<file path="config.mk">
export PLATFORM = sky130hd
export DESIGN_NAME = ifu_fetch_ctrl
export DESIGN_NICKNAME = d
export VERILOG_FILES = /design/src/rtl/ifu_fetch_ctrl.sv
export SDC_FILE = /design/constraint.sdc
export NUM_CORES = 1
export LEC_CHECK = 0
export CORE_MARGIN = 1.5
export CORE_UTILIZATION = 52
export CTS_BUF_LIST = sky130_fd_sc_hd__clkbuf_4 sky130_fd_sc_hd__clkbuf_8
export CTS_CLUSTER_SIZE = 28
export DETAILED_ROUTE_END_ITERATION = 7
export GPL_TIMING_DRIVEN = 0
export PLACE_DENSITY = 0.94
export SKIP_CTS_REPAIR_TIMING = 1
export SLEW_MARGIN = 0
export SYNTH_ARGS = -nofsm -noshare
export SYNTH_HDL_FRONTEND = slang
export SYNTH_SLANG_ARGS = --single-unit
</file>
<file path="constraint.sdc">
create_clock -name ifu_ctrl_clock_in -period 2.3 [get_ports ifu_ctrl_clock_in]
set_clock_uncertainty 0.05 [all_clocks]
set_input_delay 0.345 -clock ifu_ctrl_clock_in [delete_from_list [all_inputs] [get_ports ifu_ctrl_clock_in]]
set_output_delay 0.345 -clock ifu_ctrl_clock_in [all_outputs]
set_load 0.02 [all_outputs]
</file>
<file path="src/rtl/ifu_fetch_ctrl.sv">
// ifu_fetch_ctrl: single-outstanding fetch controller owning PC and IR with redirect, stall and halt; define IFU_PERF_CNT_EN for saturating fetch/stall counters
module ifu_fetch_ctrl #(
  parameter int ADDR_WIDTH = 32,
  parameter int DATA_WIDTH = 32,
  parameter logic [ADDR_WIDTH-1:0] RESET_VECTOR = '0,
  parameter int INSTR_BYTES = 4,
  parameter int PERF_CNT_WIDTH = 32
) (
  input  logic ifu_ctrl_clock_in,
  input  logic ifu_ctrl_reset_in,
  input  logic halt_signal_in,
  input  logic stall_in,
  input  logic redirect_valid_in,
  input  logic [ADDR_WIDTH-1:0] redirect_pc_in,
  output logic mem_req_valid_out,
  output logic [ADDR_WIDTH-1:0] mem_req_addr_out,
  input  logic mem_req_ready_in,
  input  logic mem_rsp_valid_in,
  input  logic [DATA_WIDTH-1:0] mem_rsp_data_in,
  output logic ir_valid_out,
  output logic [DATA_WIDTH-1:0] ir_data_out,
  output logic [ADDR_WIDTH-1:0] ir_pc_out,
  output logic ifu_ctrl_pc_set_out,
  output logic ifu_ctrl_ir_set_out,
  output logic [2:0] ifu_ctrl_state_out
`ifdef IFU_PERF_CNT_EN
  ,
  output logic [PERF_CNT_WIDTH-1:0] perf_fetch_count_out,
  output logic [PERF_CNT_WIDTH-1:0] perf_stall_count_out
`endif
);
  typedef enum logic [2:0] {IDLE = 3'd0, REQ = 3'd1, WAIT = 3'd2, HOLD = 3'd3, HALT = 3'd4} state_t;
  state_t state_q, state_d, run_state;
  logic [ADDR_WIDTH-1:0] pc_q, fetch_pc_q;
  logic [DATA_WIDTH-1:0] buf_q;
  logic discard_q, discard_d, accept, load, from_buf, park, ir_free;
  assign ir_free = !ir_valid_out || !stall_in;
  assign run_state = halt_signal_in ? HALT : REQ;
  assign mem_req_valid_out = state_q == REQ;
  assign mem_req_addr_out = pc_q;
  assign ifu_ctrl_pc_set_out = accept || redirect_valid_in;
  assign ifu_ctrl_ir_set_out = load;
  assign ifu_ctrl_state_out = state_q;
  always_comb begin
    state_d = state_q;
    discard_d = discard_q;
    accept = 1'b0;
    load = 1'b0;
    from_buf = 1'b0;
    park = 1'b0;
    case (state_q)
      IDLE: state_d = run_state;
      REQ: begin
        accept = mem_req_ready_in;
        state_d = mem_req_ready_in ? WAIT : halt_signal_in ? HALT : REQ;
      end
      WAIT: if (mem_rsp_valid_in) begin
        load = !discard_q && ir_free;
        park = !discard_q && !ir_free;
        discard_d = 1'b0;
        state_d = discard_q ? REQ : ir_free ? run_state : HOLD;
      end
      HOLD: begin
        load = ir_free;
        from_buf = 1'b1;
        state_d = ir_free ? run_state : HOLD;
      end
      HALT: state_d = halt_signal_in ? HALT : REQ;
      default: state_d = IDLE;
    endcase
    if (redirect_valid_in) begin
      load = 1'b0;
      park = 1'b0;
      if (state_q == REQ && mem_req_ready_in) discard_d = 1'b1;
      if (state_q == WAIT) begin
        discard_d = !mem_rsp_valid_in;
        state_d = mem_rsp_valid_in ? REQ : WAIT;
      end
      if (state_q == HOLD) state_d = REQ;
    end
  end
  always_ff @(posedge ifu_ctrl_clock_in or negedge ifu_ctrl_reset_in)
    if (!ifu_ctrl_reset_in) begin
      state_q <= IDLE;
      pc_q <= RESET_VECTOR;
      fetch_pc_q <= '0;
      buf_q <= '0;
      discard_q <= 1'b0;
      ir_valid_out <= 1'b0;
      ir_data_out <= '0;
      ir_pc_out <= '0;
    end else begin
      state_q <= state_d;
      discard_q <= discard_d;
      pc_q <= redirect_valid_in ? redirect_pc_in : accept ? pc_q + ADDR_WIDTH'(INSTR_BYTES) : pc_q;
      if (accept) fetch_pc_q <= pc_q;
      if (park) buf_q <= mem_rsp_data_in;
      ir_valid_out <= load || (ir_valid_out && stall_in && !redirect_valid_in);
      if (load) begin
        ir_data_out <= from_buf ? buf_q : mem_rsp_data_in;
        ir_pc_out <= fetch_pc_q;
      end
    end
`ifdef IFU_PERF_CNT_EN
  always_ff @(posedge ifu_ctrl_clock_in or negedge ifu_ctrl_reset_in)
    if (!ifu_ctrl_reset_in) begin
      perf_fetch_count_out <= '0;
      perf_stall_count_out <= '0;
    end else begin
      if (load && !(&perf_fetch_count_out)) perf_fetch_count_out <= perf_fetch_count_out + 1'b1;
      if (ir_valid_out && stall_in && !(&perf_stall_count_out)) perf_stall_count_out <= perf_stall_count_out + 1'b1;
    end
`endif
endmodule

</file>
==> reports/results.tsv <==
stage	metric	value	unit
power_and_ir_drop	p_leak	0.00453	uW
cts	cts_tree	built	
drt	ant_nets	0	
sta	fin_crit_sh	102	%
sta	rsz0062_at_grt	yes	
job	cap_violations	0	
worst_setup_path	critical_path_class	in2out	
synth	synth_edf_count	0	
die	ios	174	
die	start_util	52.9	%
drt	vias	5603	
synth	yosys-top-cells-count	165 x dfrtp_1, 68 x mux2_2, 60 x nand2_1	
worst_setup_path	crit_chain	clkdlybuf4s50_1 > clkbuf_1 > clkbuf_2 > or2_2 > clkbuf_2	
min_path	hold_path.class	in2async	
die	core_area	13800	um^2
synth	synth_top_area_share	56.4	%
placement	io_buffers	173	
cells_and_area	finalNonFillerCells	977	
worst_setup_path	crit_top_cell	clkbuf_2	
synth	synthCells	590	
placement	dp.cells	944	
power_and_ir_drop	vdd.ir_drop.worst	1070	uV
worst_setup_path	crit_slowest_cell	clkdlybuf4s50_1	
synth	async_flop_share	100	%
worst_setup_path	crit_family	buffers and inverters	
synth	synth_warnings	0	
worst_setup_path	cp-start-kind	input pin	
synth	ys_seq_area_share	56.4	%
worst_setup_path	slowest_delay	560	ps
drt	wire_per_inst	19.0	um
run_status	status	complete, but fails checks	
sta	layout_setup_ws	-53.1	ps
die	dieWidth	122	um
cts	cts_root_buf	clkbuf_8	
sta	finalHoldViolCount	0	
synth	synthTopCellsByArea	dfrtp_1 56%, mux2_2 10%, mux2_4 6.2%, mux2i_1 4.8%, o21ai_0 3.6%	
sta	whs	339	ps
grt	grt_pass1_wl	29400	um
die	rows	43	
grt	track_usage	25.9	%
synth	syn-cell-area	7320	um^2
cts	cts.sinks	165	
cts	htreeDepth	4	
worst_setup_path	worstPathRequired	1900	ps
cells_and_area	antennaDiodeCount	0	
worst_setup_path	r2r_end	mem_req_addr_out[19]	
grt	antenna_found_initial	0	
placement	dp_hpwl	12800	um
placement	place_congestion	0.835	
cts	clk_pin_slew	90	ps
sta	setup_tns	-53.1	ps
placement	placed_area	9310	um^2
cells_and_area	nNetsFinal	856	
grt	grt_max_degree	110	
sta	period_needed	2350	ps
worst_setup_path	worstPathMaxFanout	10	
die	die_area	14800	um^2
synth	yosysMostFrequentCell	dfrtp_1	
power_and_ir_drop	power_density	1050	nW/um^2
cells_and_area	area_growth	33.6	%
worst_setup_path	worst-r2r-cell-count	6	
drt	drtPass1Iterations	4	
cells_and_area	final_layout_size_suffix_gt1_share	20.6	%
sta	slew_headroom	62.9	%
synth	syn_nets	662	
drt	vias_per_cell	5.73	
power_and_ir_drop	total_power	10200	uW
run_status	violations	setup timing	
synth	yosysTopAreaCell	dfrtp_1	
cts	numCtsBuffers	17	
worst_setup_path	crit_arrival	1960	ps
grt	grt_overflow	0	
sta	drv_slew	0	
cells_and_area	fillers	924	
synth	synth-seq-cells	165	
grt	grt_pass1_vias	5714	
worst_setup_path	path_buf_inv	4	
cells_and_area	final_cell_area	9780	um^2
synth	avgSynthCellArea	12.4	um^2
synth	ys_types	43	
cts	clock_path_buffers	2	
sta	setup_violations	1	
synth	synth-main-ff-cell	dfrtp_1	
worst_setup_path	end_kind	output pin	
sta	fmaxAchievable	425	MHz
worst_setup_path	rrSetupSlack	80	ps
worst_setup_path	r2r-start	mem_req_addr_out[4]	
drt	wirelength	18600	um
drt	dr.first_iter.drc_count	348	
cts	clock_latency	450	ps
drt	drc	0	
sta	worst_pin_slew	556	ps
die	dieHeight	122	um
[placed cells by master (no fill, tap or decap), types with 3 or more instances in the layout]
cell type,instances
a21oi_1,3
a31oi_1,11
and3_1,4
and4_1,5
buf_2,11
buf_8,6
clkbuf_1,15
clkbuf_2,4
clkbuf_8,19
clkdlybuf4s50_1,169
clkinv_2,3
clkinv_4,4
dfrtp_1,163
inv_1,6
mux2_2,68
mux2_4,30
mux2i_1,35
nand2_1,60
nand3_1,17
nand4_1,13
nor2_1,14
nor2b_1,3
o211ai_1,5
o21ai_0,52
o31ai_1,11
or3_1,3
or4_1,18
xor2_1,9
[cell families after synthesis]
family / count (synthesis) / share of synthesized area, %
buf+inv: 43 / 3.08
fa+ha+maj: 1 / 0.171
mux: 133 / 21.4
compound gates: 90 / 7.23
xor+xnor: 10 / 1.20
flops: 165 / 56.4
simple gates: 148 / 10.5
[state kept, by name (all words and copies together), names as in the netlist]
signal and cells:
mem_req_addr_out 32, ifu_ctrl_state_out 3, ir_data_out 32, ir_pc_out 32
buf_q 32, ir_valid_out 1, fetch_pc_q 32, discard_q 1
[power breakdown]
part	switching [uW]	total, uW	internal (uW)
Combinational	1810	3740	1930
Clock	1090	2130	1040
Sequential	565	4360	3800
Total	3470	10200	6760
[how the worst max path moves through the flow]
stage | startpoint | to | depth (start not counted)
floorplan | ifu_ctrl_state_out[2] | buf_q[10] | 7
global placement | ifu_ctrl_reset_in | mem_req_addr_out[0] | 1
detailed placement | mem_rsp_valid_in | ifu_ctrl_ir_set_out | 7
CTS | ifu_ctrl_state_out[0] | ifu_ctrl_ir_set_out | 6
global route | ifu_ctrl_state_out[2] | ifu_ctrl_ir_set_out | 6
finish | redirect_valid_in | ifu_ctrl_pc_set_out | 5
[metal layers]
layer  GRT usage [%]  wire length, um
met5               0                0
met2            43.3             9150
met1            32.5             7730
met3            7.68             1390
met4            8.46              323
[area by class of cell]
type | instances | area (um^2) | share of cell area (%)
Multi-Input combinational cell | 382 | 2990 | 30.6
Sequential cell | 165 | 4130 | 42.3
Clock inverter | 13 | 146 | 1.50
Buffer | 36 | 226 | 2.32
Tap cell | 180 | 225 | 2.30
Timing Repair Buffer | 176 | 1770 | 18.1
Inverter | 6 | 22.5 | 0.230
Clock buffer | 19 | 262 | 2.68
[through the flow]
stage / util [%] / worst slack, ps
floorplan: - / 213
global placement: 67.1 / -5740
detailed placement: 67.3 / -1120
CTS: 70.3 / -1240
global route: 70.7 / -88.9
finish: 70.7 / -53.1
Power figures use the tool's default switching activity.
